[config.mk]
export PLATFORM = sky130hd
export DESIGN_NAME = logic_gate_unit
export DESIGN_NICKNAME = d
export VERILOG_FILES = /design/src/rtl/logic_gate_unit.sv
export SDC_FILE = /design/constraint.sdc
export NUM_CORES = 1
export LEC_CHECK = 0
export CAP_MARGIN = 20
export CORE_AREA = 2 2 77 79
export CTS_CLUSTER_DIAMETER = 80
export DETAILED_ROUTE_END_ITERATION = 12
export DIE_AREA = 0 0 79 81
export PLACE_DENSITY = 0.79
export SLEW_MARGIN = 20
export SYNTH_ARGS = -nofsm -noshare
export SYNTH_HDL_FRONTEND = slang
export SYNTH_SLANG_ARGS = --single-unit
[constraint.sdc]
create_clock -name clk -period 3 [get_ports clk]
set_clock_uncertainty 0.1 [all_clocks]
set_input_delay 0.45 -clock clk [delete_from_list [all_inputs] [get_ports clk]]
set_output_delay 0.45 -clock clk [all_outputs]
set_load 0.01 [all_outputs]
[src/rtl/logic_gate_unit.sv]
// Two-stage valid/ready logic unit: reduces NUM_IN operands with one of eight bitwise ops,
// registers the result with zero/ones/parity flags and counts completed output transfers.

module logic_gate_lane #(
    parameter int NUM_IN = 2
) (
    input  logic [2:0]        op,
    input  logic [NUM_IN-1:0] bits,
    output logic              y
);
    logic r_and, r_or, r_xor;

    assign r_and = &bits;
    assign r_or  = |bits;
    assign r_xor = ^bits;

    always_comb begin
        y = 1'b0;
        case (op)
            3'b000:  y = r_and;
            3'b001:  y = r_or;
            3'b010:  y = r_xor;
            3'b011:  y = ~r_and;
            3'b100:  y = ~r_or;
            3'b101:  y = ~r_xor;
            3'b110:  y = ~bits[0];
            default: y = bits[0];
        endcase
    end
endmodule

module logic_gate_unit #(
    parameter int WIDTH  = 8,
    parameter int NUM_IN = 2,
    parameter int CNT_W  = 16
) (
    input  logic                    clk,
    input  logic                    rst_n,
    input  logic                    in_valid,
    output logic                    in_ready,
    input  logic [2:0]              in_op,
    input  logic [NUM_IN*WIDTH-1:0] in_data,
    output logic                    out_valid,
    input  logic                    out_ready,
    output logic [WIDTH-1:0]        out_data,
    output logic                    out_zero,
    output logic                    out_ones,
    output logic                    out_parity,
    output logic [CNT_W-1:0]        txn_count
);
    logic [2:1]                  vld_pipe;
    logic [2:0]                  s1_op;
    logic [NUM_IN*WIDTH-1:0]     s1_data;
    logic [WIDTH-1:0][NUM_IN-1:0] lane_bits;
    logic [WIDTH-1:0]            s1_res;
    logic                        s2_free, in_fire, s1_move, out_fire;

    assign s2_free  = !vld_pipe[2] || out_ready;
    assign in_ready = !vld_pipe[1] || s2_free;
    assign in_fire  = in_valid && in_ready;
    assign s1_move  = vld_pipe[1] && s2_free;
    assign out_fire = vld_pipe[2] && out_ready;
    assign out_valid = vld_pipe[2];

    // Transpose operands so each result bit gets its own lane across all operands.
    for (genvar b = 0; b < WIDTH; b++) begin : g_bit
        for (genvar k = 0; k < NUM_IN; k++) begin : g_op
            assign lane_bits[b][k] = s1_data[k*WIDTH + b];
        end
        logic_gate_lane #(.NUM_IN(NUM_IN)) u_lane (
            .op   (s1_op),
            .bits (lane_bits[b]),
            .y    (s1_res[b])
        );
    end

    always_ff @(posedge clk or negedge rst_n) begin
        if (!rst_n) begin
            vld_pipe[1] <= 1'b0;
            s1_op       <= '0;
            s1_data     <= '0;
        end else if (in_fire) begin
            vld_pipe[1] <= 1'b1;
            s1_op       <= in_op;
            s1_data     <= in_data;
        end else if (s1_move) begin
            vld_pipe[1] <= 1'b0;
        end
    end

    always_ff @(posedge clk or negedge rst_n) begin
        if (!rst_n) begin
            vld_pipe[2] <= 1'b0;
            out_data    <= '0;
            out_zero    <= 1'b0;
            out_ones    <= 1'b0;
            out_parity  <= 1'b0;
        end else if (s1_move) begin
            vld_pipe[2] <= 1'b1;
            out_data    <= s1_res;
            out_zero    <= (s1_res == '0);
            out_ones    <= (&s1_res);
            out_parity  <= (^s1_res);
        end else if (out_fire) begin
            vld_pipe[2] <= 1'b0;
        end
    end

    always_ff @(posedge clk or negedge rst_n) begin
        if (!rst_n)        txn_count <= '0;
        else if (out_fire) txn_count <= txn_count + 1'b1;
    end
endmodule

# Yosys cells after proc, flatten, opt, wreduce, memory -nomap -nowiden
# Cells that the tools add are included.
[word_totals]
reg_bits = 48
input_bits = 23
mem_count = 0
ramBits = 0
latchBits = 0
wordCells = 97
rom_bits = 0
[op_classes]
n_reduce_logical = 37
mul = 0
n_div = 0
shifts = 0
n_bitwise = 32
eq_ne = 6
mux = 12
n_addsub = 1
n_lt_le_gt_ge = 0
[ops]
columns = ["operator", "count"]
rows = [
  ["$pmux 1 s7", 8],
  ["$not 1->1", 32],
  ["$add 16x1->16 const B", 1],
  ["$reduce_and 2->1", 8],
  ["$reduce_or 2->1", 8],
  ["$reduce_xor 2->1", 8],
  ["$eq 3x3->1 const B", 3],
  ["$logic_not 8->1", 1],
  ["$reduce_and 8->1", 1],
  ["$reduce_xor 8->1", 1],
  ["$eq 3x2->1 const B", 2],
  ["$mux 1", 4],
  ["$reduce_bool 2->1", 2],
  ["$eq 3x1->1 const B", 1],
  ["$logic_and 1x1->1", 3],
  ["$logic_not 3->1", 1],
  ["$logic_not 1->1", 2],
  ["$logic_or 1x1->1", 2],
]

# Longest topological paths before layout
# Gate-level depths: netlist of the first run.
[logic_depth]
depth_word = 5
depth_mapped = 13

# By module
# A second synthesis of the first run with hierarchy kept.
[hier_totals]
hier_cells = 287
area_unflattened_um2 = 2925.3
[by_module_without_submodules]
columns = ["mod", "area_each_um2", "cells_each", "instances", "seq_area_each_um2"]
rows = [
  ["logic_gate_unit", 2054.5, 159, 1, 1201.2],
  ["logic_gate_lane", 108.9, 16, 8, 0.0],
]

# Worst setup path after synthesis of the first run
# OpenSTA, ideal clock, no wires.
[synth_path]
path_type = "flip-flop to flip-flop"
start = "register s1_op[1]"
end = "register out_parity"
stages_incl_launch_ff = 13
n_path_buf = 2
arrival_ps = 2436
required_time_ps = 2824
slack_ps = 388
setup_time_ps = 76
cell_sequence = "dfrtp_1 > buf_6 > buf_6 > or3b_1 > a21oi_2 > o22ai_1 > a21oi_1 > inv_1 > ha_1 > xnor2_1 > xnor2_1 > xnor3_1 > o21ai_1"
[synth_via]
elab_chain_len = 3
elab_cells_between_ends = 16
[synth_lines]
columns = ["element", "line_no", "source"]
rows = [
  ["start, declared", "52", "logic [2:0] s1_op;"],
  ["start signal, assigned", "84", "s1_op <= in_op;"],
  ["$eq 3x3->1, or another cell as far along", "19", "case (op)"],
  ["$pmux 1 s7 *", "19", ""],
  ["via g_bit[6].u_lane.y", "9", "output logic y"],
  ["$reduce_xor 8->1 *", "103", "out_parity <= (^s1_res);"],
  ["end signal, assigned", "103", ""],
  ["end, declared", "48", "output logic out_parity,"],
]
# The timed path passes the listed nets; every way through them passes the cells marked *.
# A chain may end at the register's enable or synchronous reset.

# Worst setup path in the final report of the first run
[layout_path]
start = "register s1_op[1]"
end = "register out_parity"
[layout_via]
elab_chain_len = 3
elab_cells_between_ends = 16
[layout_lines]
columns = ["element", "line_no"]
rows = [
  ["$eq 3x3->1, or another cell as far along", "19"],
  ["$pmux 1 s7 *", "19"],
  ["via g_bit[3].u_lane.y", "9"],
  ["$reduce_xor 8->1 *", "103"],
]
# Marks and branches as above.

==> impl_results.rst, run 1 <==
.. list-table::
   :header-rows: 1

   * - Metric
     - Value
   * - Status
     - completed
   * - # Max-Cap Violations
     - 0
   * - Worst slack at placement
     - 0.317 ns
   * - CTS buffer count
     - 5
   * - Critical path data arrival time
     - 2.85 ns
   * - Maximum vdd drop
     - 0.325 mV
   * - Crit path launch
     - s1_op[1]
   * - Most used DFF post-synth
     - dfrtp_1
   * - Number of clock sinks
     - 48
   * - Max incr delay on CP
     - 0.63 ns
   * - Warnings from Yosys
     - 0
   * - Slowest stage cell on the critical path
     - dfrtp_1
   * - Port buffer count
     - 51
   * - Vias per std cell
     - 5.12
   * - Clk buf depth
     - 2
   * - Number of nets with antenna violations after detailed routing
     - 0
   * - Quantity of gates resized following cts
     - 0
   * - Number of flops mapped to enable cells by yosys
     - 0
   * - Die height
     - about 80 um
   * - Post-route DRC violation count
     - 0
   * - Synth top cells by count
     - 48 x dfrtp_1, 29 x mux2_2, 25 x inv_1
   * - Multi-input logic area
     - 0.00150 mm^2
   * - Post-synthesis instance total
     - 254
   * - Wire length after detailed routing
     - 5070 um
   * - Root cell of the clock tree
     - clkbuf_8
   * - Capture instance of the worst register-to-register path
     - out_parity
   * - Core Rows
     - 28
   * - Kind of cell adding the most delay to the critical path
     - multiplexers
   * - Number of buffers inserted for hold repair after clock tree synthesis
     - 0
   * - Logic pwr share
     - 0.412
   * - Global-route congestion overflow total
     - 0
   * - Die width
     - 79 um
   * - List of cells traversed by the critical path
     - buf_4, mux2_2, mux4_2, inv_1, ha_1, xnor2_1, xnor3_1, o21ai_1
   * - Vias post-DR
     - 1977
   * - I/O pin count
     - 52
   * - Most numerous cell in the Yosys netlist
     - dfrtp_1
   * - Min-Delay Path Class
     - input pin to async pin
   * - Register-to-Register Setup Slack
     - 0.28 ns
   * - RSZ-0062 raised after global routing
     - false
   * - Number of filler cells placed in the layout
     - ~480
   * - Mean Syn Cell Area
     - ~11 um^2
   * - # H-tree levels
     - 2
   * - Final Wtd Congestion
     - between 0.7 and 0.8
   * - Antenna fix cells
     - 0
   * - Critical R2R Launch
     - s1_op[1]
   * - Crit path buffers/inverters
     - 2
   * - Total Negative Setup Slacks
     - 0 ns
   * - Layout-stage area growth over the synthesis result
     - 24.8%
   * - Detailed placer's ending HPWL
     - approximately 3800 um
   * - Achievable frequency
     - 0.368 GHz
   * - Share of the yosys chip area belonging to registers
     - 0.419
   * - PwrDens
     - approximately 660 mW/mm^2
   * - Largest net degree at the start of global routing
     - 49
   * - Yosys reg bits
     - 48
   * - Share of layout cells above drive strength 1
     - 0.180
   * - Reported leakage power
     - 1.64 nW
   * - Async SR Flop Fraction
     - 1.00
   * - Cell-internal power
     - 1.60 mW
   * - Leading area contributor after synthesis
     - dfrtp_1
   * - Nets in the synthesized netlist
     - 299
   * - Element type at the critical path end
     - register
   * - Global router's overall resource usage
     - 0.174
   * - Worst-case headroom to the max-slew limit
     - 0.607
   * - Slew of the pin with the lowest slew margin
     - 0.589 ns
   * - Buffers inserted during post-CTS setup optimization
     - 0
   * - Initial core utilization
     - 0.505
   * - Average detailed-routed wire length per instance
     - 13.1 um
   * - R2r worst-path depth
     - 8
   * - Die Outline Area
     - 0.00640 mm^2
   * - Clock Latency Late Sink
     - 0.31 ns
   * - Post-synthesis cell area
     - ~0.0029 mm^2
   * - Post-route fraction of the period consumed by the critical path
     - 0.906
   * - Number of global-route vias before repair
     - 1973
   * - Clock network fraction of total power
     - 0.201
   * - Highest fanout seen on the critical path
     - 15
   * - Final setup vio count
     - 0
   * - Data required, critical path
     - 3.13 ns
   * - Initial antenna violation count
     - 0
   * - Initial DRC Count
     - between 80 and 90
   * - Number of distinct library cell variants in the gate-level netlist after synthesis
     - 40
   * - Synth area leaders
     - dfrtp_1 42%, mux2_2 11%, ha_1 9.6%, xnor2_1 5.2%, mux4_2 3.9%
   * - Post-route worst setup slack
     - 0.283 ns
   * - Setup CP Type
     - register to register
   * - # nets final
     - 355
   * - Number of hold violations in the final report
     - 0
   * - Minimum period implied by the final worst setup slack
     - 2.72 ns
   * - Clock-pin transition on the worst setup and hold timing paths
     - around 0.1 ns
   * - Number of iterations in the first detailed-routing pass
     - 4
   * - Clock tree from TritonCTS
     - built
   * - Switching Fraction
     - 0.322
   * - Share of the synthesized area in the top cell type
     - 0.419
   * - Flop pwr share
     - 0.387
   * - Wire length of the first global-routing pass
     - 8770 um
   * - Switching Power
     - 761 uW
   * - Count of pins over their slew limit
     - 0
   * - Core region area
     - 0.00568 mm^2
   * - Area occupied by registers
     - around 0.0012 mm^2
   * - Element type at the critical path start
     - register
flip-flops by register name, indices dropped and copies added (netlist names):
register,count
s1_data,16
txn_count,16
out_data,8
s1_op,3
out_ones,1
out_parity,1
out_valid,1
out_zero,1
vld_pipe,1
layer usage:
| metal | part of all wire | global-route usage | vias to the layer above |
|---|---|---|---|
| met2 | 0.48 | 0.290 | 40 |
| li1 | - | - | 994 |
| met1 | 0.46 | 0.226 | 936 |
| met3 | 0.038 | 0.0344 | 7 |
| met4 | 0.019 | 0.0638 | 0 |
| met5 | 0 | 0 | - |
stage by stage:
| step | hold WS [ns] | std cells | total power [mW] | area [um^2] | utilization |
|---|---|---|---|---|---|
| 6_report | 0.0410 | 386 | 2.36 | 3580 | 0.630 |
| 5_1_grt | 0.0925 | 386 | 2.53 | 3580 | 0.630 |
| 4_1_cts | 0.266 | 386 | 2.39 | 3570 | 0.630 |
| 3_5_place_dp | 0.366 | 378 | 1.91 | 3460 | 0.610 |
| 3_3_place_gp | 0.361 | 378 | 1.87 | 3460 | 0.610 |
| 2_1_floorplan | 0.0544 | 254 | 1.54 | 2870 | - |
power by group through the flow:
stage / Combinational, mW / Sequential (mW) / Clock [mW]
after detailed placement: 0.979 / 0.928 / 0
after CTS: 0.988 / 0.915 / 0.486
after floorplan: 0.610 / 0.929 / 0
after global routing: 1.08 / 0.940 / 0.513
after global placement: 0.948 / 0.922 / 0
final: 0.974 / 0.915 / 0.474
cell families after synthesis:
family,Yosys count,synth area share
AO/OA/AOI/OAI,28,0.0629
AND/OR/NAND/NOR,54,0.100
XOR/XNOR,19,0.0629
flip-flops,48,0.419
buffers and inverters,36,0.0572
adder cells (fa/ha/maj),22,0.0960
multiplexers,47,0.202
layout make-up:
type | count | area share
clock buffer | 5 | 0.0192
clock inverter | 3 | 0.0119
inverter | 25 | 0.0262
multi-input combinational | 170 | 0.420
sequential | 48 | 0.336
tap | 75 | 0.0262
timing repair buffer | 60 | 0.161
how the worst max path moves through the flow:
stage	end	cells after the start
3_5_place_dp	out_parity	8
5_1_grt	out_parity	12
6_report	out_parity	8
4_1_cts	out_parity	8
3_3_place_gp	out_parity	12
2_1_floorplan	out_parity	12
placed cells by master (no fill, tap or decap), drive strengths merged, types with 2 or more instances in the layout:
cell	Yosys	layout
nand2b	4	4
clkdlybuf4s50	0	50
inv	25	25
clkbuf	2	5
nor2b	2	2
o21a	3	3
a21oi	4	4
o211ai	3	3
nand4	3	3
buf	9	10
mux4	5	5
mux2i	11	11
nand3	8	8
mux2	31	31
o21ai	12	12
ha	22	22
nor2	2	2
and4	2	2
dfrtp	48	48
and3	7	7
nand2	20	20
xnor2	17	17
nand3b	2	2
(Power assumes the default switching activity.)
==> inputs of run 2 (changes only) <==
- CORE_AREA: 2 2 77 79 -> 2 2 76 78
- DIE_AREA: 0 0 79 81 -> 0 0 78 80
- PLACE_DENSITY: 0.79 -> 0.81
- clock period: 3 -> 3.18 ns (I/O delays scaled with it)
==> impl_results.rst, run 2 (synthesis results as in run 1) <==
.. list-table::
   :header-rows: 1

   * - Metric
     - Value
   * - RSZ-0062 raised after global routing
     - false
   * - Register-to-Register Setup Slack
     - 0.40 ns (+0.12 ns)
   * - Final Wtd Congestion
     - 0.753 (-1.9%)
   * - R2r worst-path depth
     - 12 (+4)
   * - Clk buf depth
     - 2 (unchanged)
   * - Core Rows
     - 27 (-3.6%)
   * - Number of nets with antenna violations after detailed routing
     - 0 (unchanged)
   * - Number of clock sinks
     - 48 (unchanged)
   * - Die width
     - 78 um (-1.3%)
   * - Number of global-route vias before repair
     - 1975 (+0.10%)
   * - Number of hold violations in the final report
     - 0 (unchanged)
   * - Achievable frequency
     - 0.360 GHz (-2.3%)
   * - Minimum period implied by the final worst setup slack
     - 2.78 ns (+0.0628 ns)
   * - Capture instance of the worst register-to-register path
     - out_parity
   * - Critical path data arrival time
     - 2.91 ns (+0.06 ns)
   * - # nets final
     - 352 (-0.85%)
   * - Clock Latency Late Sink
     - 0.30 ns (about the same)
   * - Total Negative Setup Slacks
     - 0 ns (unchanged)
   * - Finished layout cell area
     - 0.00355 mm^2 (-0.63%)
   * - Root cell of the clock tree
     - clkbuf_8
   * - Flop pwr share
     - 0.386 (about the same)
   * - I/O pin count
     - 52 (unchanged)
   * - Count of pins over their slew limit
     - 0 (unchanged)
   * - Cell Area, Placed
     - 0.00344 mm^2 (-0.76%)
   * - Largest net degree at the start of global routing
     - 49 (unchanged)
   * - CTS buffer count
     - 5 (unchanged)
   * - Quantity of gates resized following cts
     - 0 (unchanged)
   * - Element type at the critical path end
     - register
   * - Status
     - completed
   * - Vias post-DR
     - 2006 (+1.5%)
   * - Initial core utilization
     - 0.530 (+0.0253)
   * - Initial DRC Count
     - 103 (+20%)
   * - Switching Fraction
     - 0.322 (about the same)
   * - Global-route congestion overflow total
     - 0 (unchanged)
   * - Share of layout cells above drive strength 1
     - 0.172 (-0.00799)
   * - Wire length after detailed routing
     - 4940 um (-2.4%)
   * - Maximum vdd drop
     - 0.272 mV (-16%)
   * - Post-route DRC violation count
     - 0 (unchanged)
   * - Data required, critical path
     - 3.31 ns (+0.18 ns)
   * - Clock-pin transition on the worst setup and hold timing paths
     - 0.09 ns (about the same)
   * - Buffers inserted during post-CTS setup optimization
     - 0 (unchanged)
   * - Slew of the pin with the lowest slew margin
     - 0.598 ns (+0.00872 ns)
   * - Core region area
     - 0.00541 mm^2 (-4.8%)
   * - Critical R2R Launch
     - s1_data[6]
   * - Clock network fraction of total power
     - 0.204 (+0.003)
   * - Min-Delay Path Class
     - input pin to async pin
   * - Initial antenna violation count
     - 0 (unchanged)
   * - Wire length of the first global-routing pass
     - 8600 um (-2.0%)
   * - Number of iterations in the first detailed-routing pass
     - 4 (unchanged)
   * - Logic pwr share
     - 0.409 (-0.003)
   * - PwrDens
     - 624 mW/mm^2 (-5.5%)
   * - Top library cells by usage in the layout, fill and taps aside
     - 50 x clkdlybuf4s50_1, 48 x dfrtp_1, 29 x mux2_2
   * - Element type at the critical path start
     - register
   * - Leading cell type in the layout, fill and taps excluded
     - clkdlybuf4s50_1
   * - Number of buffers inserted for hold repair after clock tree synthesis
     - 0 (unchanged)
   * - Post-route worst hold slack
     - 0.0650 ns (+0.0241 ns)
   * - Layout-stage area growth over the synthesis result
     - 24.0%
   * - Largest registers ranked by flip-flop count
     - s1_data: 16 flops, txn_count: 16 flops, out_data: 8 flops
   * - Reported leakage power
     - 1.62 nW (-0.84%)
   * - Global router's overall resource usage
     - 0.176 (+0.00206)
   * - Die height
     - 80 um (-1.2%)
   * - Setup CP Type
     - register to register
   * - Die Outline Area
     - 0.00624 mm^2 (-2.5%)
   * - Clock tree from TritonCTS
     - built
   * - Cell-internal power
     - 1.50 mW (-6.1%)
   * - Detailed placer's ending HPWL
     - 3750 um (-1.5%)
   * - Vias per std cell
     - 5.28 (+3.1%)
   * - Average detailed-routed wire length per instance
     - 13.0 um (-0.89%)
   * - # Max-Cap Violations
     - 0 (unchanged)
   * - # H-tree levels
     - 2 (unchanged)
   * - Post-route fraction of the period consumed by the critical path
     - 0.874 (-0.0315)
   * - Antenna fix cells
     - 0 (unchanged)
   * - Switching Power
     - 715 uW (-6.1%)
   * - Worst-case headroom to the max-slew limit
     - 0.602 (-0.00581)
   * - Final setup vio count
     - 0 (unchanged)
   * - Port buffer count
     - 51 (unchanged)
   * - Highest fanout seen on the critical path
     - 5 (-10)
## run 2: power by group through the flow
stage | clock (mW) | sequential, mW | combinational (mW)
floorplan | 0 | 0.876 | 0.575
global placement | 0 | 0.867 | 0.886
detailed placement | 0 | 0.872 | 0.920
CTS | 0.466 | 0.859 | 0.925
global route | 0.491 | 0.878 | 1.01
finish | 0.453 | 0.857 | 0.908
## run 2: worst max path at each step
stage,startpoint,to,depth (start not counted)
after floorplan,s1_op[1],out_parity,12
after global placement,s1_data[6],out_parity,12
after detailed placement,s1_data[6],out_parity,12
after CTS,s1_data[6],out_parity,12
after global routing,s1_data[6],out_parity,12
final,s1_data[6],out_parity,12
## run 2: layout make-up
type	count	area, um^2
Clock buffer	5	68.8
Tap cell	72	90.1
Timing Repair Buffer	57	553
Sequential cell	48	1200
Multi-Input combinational cell	170	1500
Fill cell	436	1850
Inverter	25	93.8
Clock inverter	3	46.3
## run 2: critical path, cell delays in order, from the launching register on
cell and delay, ns:
dfrtp_1 0.42, inv_1 0.06, ha_1 0.20, or3b_1 0.36, a21oi_2 0.16, o22ai_1 0.10, a21oi_1 0.26, inv_1 0.07
ha_1 0.30, xnor2_1 0.18, xnor2_1 0.14, xnor3_1 0.23, o21ai_1 0.12
## run 2: metrics by stage
stage | std cells | util | worst slack [ns] | power [mW]
5_1_grt | 380 | 0.658 | 0.137 | 2.38
6_report | 380 | 0.658 | 0.400 | 2.22
3_5_place_dp | 372 | 0.636 | 0.386 | 1.79
3_3_place_gp | 372 | 0.636 | 0.484 | 1.75
4_1_cts | 380 | 0.657 | 0.360 | 2.25
2_1_floorplan | 254 | - | 0.568 | 1.45
## run 2: routing by layer
layer	wire [um]	GRT usage	share of wire	up-vias
met5	0	0	0	-
met4	72	0.0702	0.015	0
met2	2530	0.308	0.51	44
met1	2110	0.210	0.43	968
met3	229	0.0396	0.046	5
li1	-	-	-	989
==> inputs of run 3 (changes only) <==
- CAP_MARGIN: 20 -> 25
==> impl_results.rst, run 3 (synthesis results as in run 1) <==
.. list-table::
   :header-rows: 1

   * - Metric
     - Value
   * - Status
     - completed
   * - Switching Fraction
     - 0.322 (about the same)
   * - Final setup vio count
     - 0 (unchanged)
   * - Met1 usage in global routing
     - 0.225 (+0.0153)
   * - Post-route DRC violation count
     - 0 (unchanged)
   * - Achievable frequency
     - 0.357 GHz (-0.87%)
   * - Worst-case headroom to the max-slew limit
     - 0.682 (+0.0800)
   * - Top library cells by usage in the layout, fill and taps aside
     - 50 x clkdlybuf4s50_1, 48 x dfrtp_1, 29 x mux2_2
   * - Clock network fraction of total power
     - 0.202 (-0.002)
   * - Share of layout cells above drive strength 1
     - 0.175 (+0.00268)
   * - Initial DRC Count
     - 100 (-2.9%)
   * - Final standard cell count with taps included and fillers excluded
     - 381 (+0.26%)
   * - Maximum vdd drop
     - 0.299 mV (+9.8%)
   * - Leading cell type in the layout, fill and taps excluded
     - clkdlybuf4s50_1
   * - Minimum period implied by the final worst setup slack
     - 2.80 ns (+0.0243 ns)
   * - Initial core utilization
     - 0.530 (unchanged)
   * - Logic pwr share
     - 0.412 (+0.003)
   * - Total Negative Setup Slacks
     - 0 ns (unchanged)
   * - Max incr delay on CP
     - 0.42 ns (about the same)
   * - Met3 usage
     - 0.0362 (-0.00339)
   * - Cells after DPL
     - 373 (+0.27%)
   * - Number of global-route vias before repair
     - 1937 (-1.9%)
   * - Root cell of the clock tree
     - clkbuf_8
   * - Antenna fix cells
     - 0 (unchanged)
   * - Die width
     - 78 um (unchanged)
   * - Initial antenna violation count
     - 0 (unchanged)
   * - Multi-input logic area
     - 0.00150 mm^2 (unchanged)
   * - Number of buffers inserted for hold repair after clock tree synthesis
     - 0 (unchanged)
   * - Layout-stage area growth over the synthesis result
     - 24.7%
   * - Clock-pin transition on the worst setup and hold timing paths
     - 0.09 ns (about the same)
   * - Clk buf depth
     - 2 (unchanged)
   * - Die height
     - 80 um (unchanged)
   * - Quantity of gates resized following cts
     - 0 (unchanged)
   * - Busiest grt layer
     - met2
   * - Core region area
     - 0.00541 mm^2 (unchanged)
   * - Average detailed-routed wire length per instance
     - 12.9 um (-1.0%)
   * - Port buffer count
     - 51 (unchanged)
   * - Largest net degree at the start of global routing
     - 32 (-35%)
   * - Number of hold violations in the final report
     - 0 (unchanged)
   * - Clock tree from TritonCTS
     - built
   * - Vias post-DR
     - 1973 (-1.6%)
   * - Number of clock sinks
     - 48 (unchanged)
   * - # nets final
     - 353 (+0.28%)
   * - Number of filler cells placed in the layout
     - 437 (+0.23%)
   * - Cell-internal power
     - 1.51 mW (+0.23%)
   * - Number of nets with antenna violations after detailed routing
     - 0 (unchanged)
   * - Slew of the pin with the lowest slew margin
     - 0.478 ns (-0.120 ns)
   * - Wire length after detailed routing
     - 4900 um (-0.79%)
   * - Data required, critical path
     - 3.31 ns (about the same)
   * - Flop pwr share
     - 0.386 (about the same)
   * - Count of pins over their slew limit
     - 0 (unchanged)
   * - Detailed placer's ending HPWL
     - 3800 um (+1.4%)
   * - Setup CP Type
     - register to register
   * - Slowest stage cell on the critical path
     - dfrtp_1
   * - Number of iterations in the first detailed-routing pass
     - 4 (unchanged)
   * - I/O pin count
     - 52 (unchanged)
   * - Clock Latency Late Sink
     - 0.31 ns (about the same)
   * - Die Outline Area
     - 0.00624 mm^2 (unchanged)
   * - Crit path buffers/inverters
     - 2 (unchanged)
   * - Vias per std cell
     - 5.18 (-1.9%)
   * - Min-Delay Path Class
     - input pin to async pin
   * - Element type at the critical path end
     - register
   * - Switching Power
     - 716 uW (+0.17%)
   * - Largest registers ranked by flip-flop count
     - s1_data: 16 flops, txn_count: 16 flops, out_data: 8 flops
   * - Wire length of the first global-routing pass
     - 8770 um (+2.0%)
   * - Core Rows
     - 27 (unchanged)
   * - # H-tree levels
     - 2 (unchanged)
   * - Reported leakage power
     - 1.63 nW (+0.75%)
   * - Global router's overall resource usage
     - 0.178 (+0.00262)
   * - R2r worst-path depth
     - 12 (unchanged)
   * - Buffers inserted during post-CTS setup optimization
     - 0 (unchanged)
   * - Global-route congestion overflow total
     - 0 (unchanged)
   * - Highest fanout seen on the critical path
     - 5 (unchanged)
   * - Post-route fraction of the period consumed by the critical path
     - 0.882 (+0.00763)
   * - Depth of the critical timing path with buffers and inverters included
     - 12 (unchanged)
   * - Total power
     - 2.22 mW (+0.21%)
   * - PwrDens
     - 622 mW/mm^2 (-0.32%)
   * - Area occupied by registers
     - 0.00120 mm^2 (unchanged)
   * - CTS buffer count
     - 5 (unchanged)
   * - # Max-Cap Violations
     - 0 (unchanged)
   * - Kind of cell adding the most delay to the critical path
     - compound AO/OA/AOI/OAI gates
   * - Element type at the critical path start
     - register
   * - List of cells traversed by the critical path
     - inv_1, ha_1, or3b_1, a21oi_2, o22ai_1, a21oi_1, inv_1, ha_1, xnor2_1, xnor2_1, xnor3_1, o21ai_1
   * - Global Route met2 Usage
     - 0.300 (-0.00776)
   * - Final Wtd Congestion
     - 0.753 (unchanged)
   * - Layout Utilization
     - 0.661 (+0.00347)
   * - Critical path data arrival time
     - 2.93 ns (+0.02 ns)
   * - RSZ-0062 raised after global routing
     - false
-- run 3: cell count changes in the layout (fill, tap and decap cells not counted), sizes merged --
cell	change
clkinvlp	-1
buf	+1
clkinv	+2
inv	-1
-- run 3: power by group through the flow --
| stage | clock [mW] | sequential, mW | combinational, mW |
|---|---|---|---|
| 2_1_floorplan | 0 | 0.876 | 0.575 |
| 3_5_place_dp | 0 | 0.872 | 0.922 |
| 4_1_cts | 0.467 | 0.859 | 0.933 |
| 6_report | 0.449 | 0.858 | 0.916 |
| 3_3_place_gp | 0 | 0.867 | 0.886 |
| 5_1_grt | 0.494 | 0.879 | 1.02 |
-- run 3: final cells by class --
class,count,share of cell area
clock buffers,5,0.0193
clock inverters,3,0.0133
inverters,25,0.0263
multi-input cells,170,0.420
flip-flops and latches,48,0.336
well taps,72,0.0252
repair buffers,58,0.160
-- run 3: metal layers --
layer,share of wire,wire length [um]
met1,0.46,2270
met2,0.49,2380
met3,0.033,164
met4,0.018,87
met5,0,0
-- run 3: path summary, 6_finish.rpt --
kind | startpoint | endpoint | slack [ns]
max in group asynchronous | rst_n | out_valid | 2.48
min | rst_n | s1_data[12] | 0.0008
max reg2reg | s1_data[6] | out_parity | 0.38
max | s1_data[6] | out_parity | 0.38
min in group clk | txn_count[15] | txn_count[15] | 0.37
min reg2reg | txn_count[15] | txn_count[15] | 0.37
-- run 3: stage by stage --
| stage | hold slack, ns | area [um^2] | setup WS (ns) |
|---|---|---|---|
| CTS | 0.00563 | 3570 | 0.335 |
| finish | 0.000789 | 3570 | 0.376 |
| floorplan | 0.0814 | 2870 | 0.568 |
| detailed placement | 0.348 | 3460 | 0.396 |
| global route | 0.0306 | 3570 | 0.104 |
| global placement | 0.360 | 3440 | 0.484 |
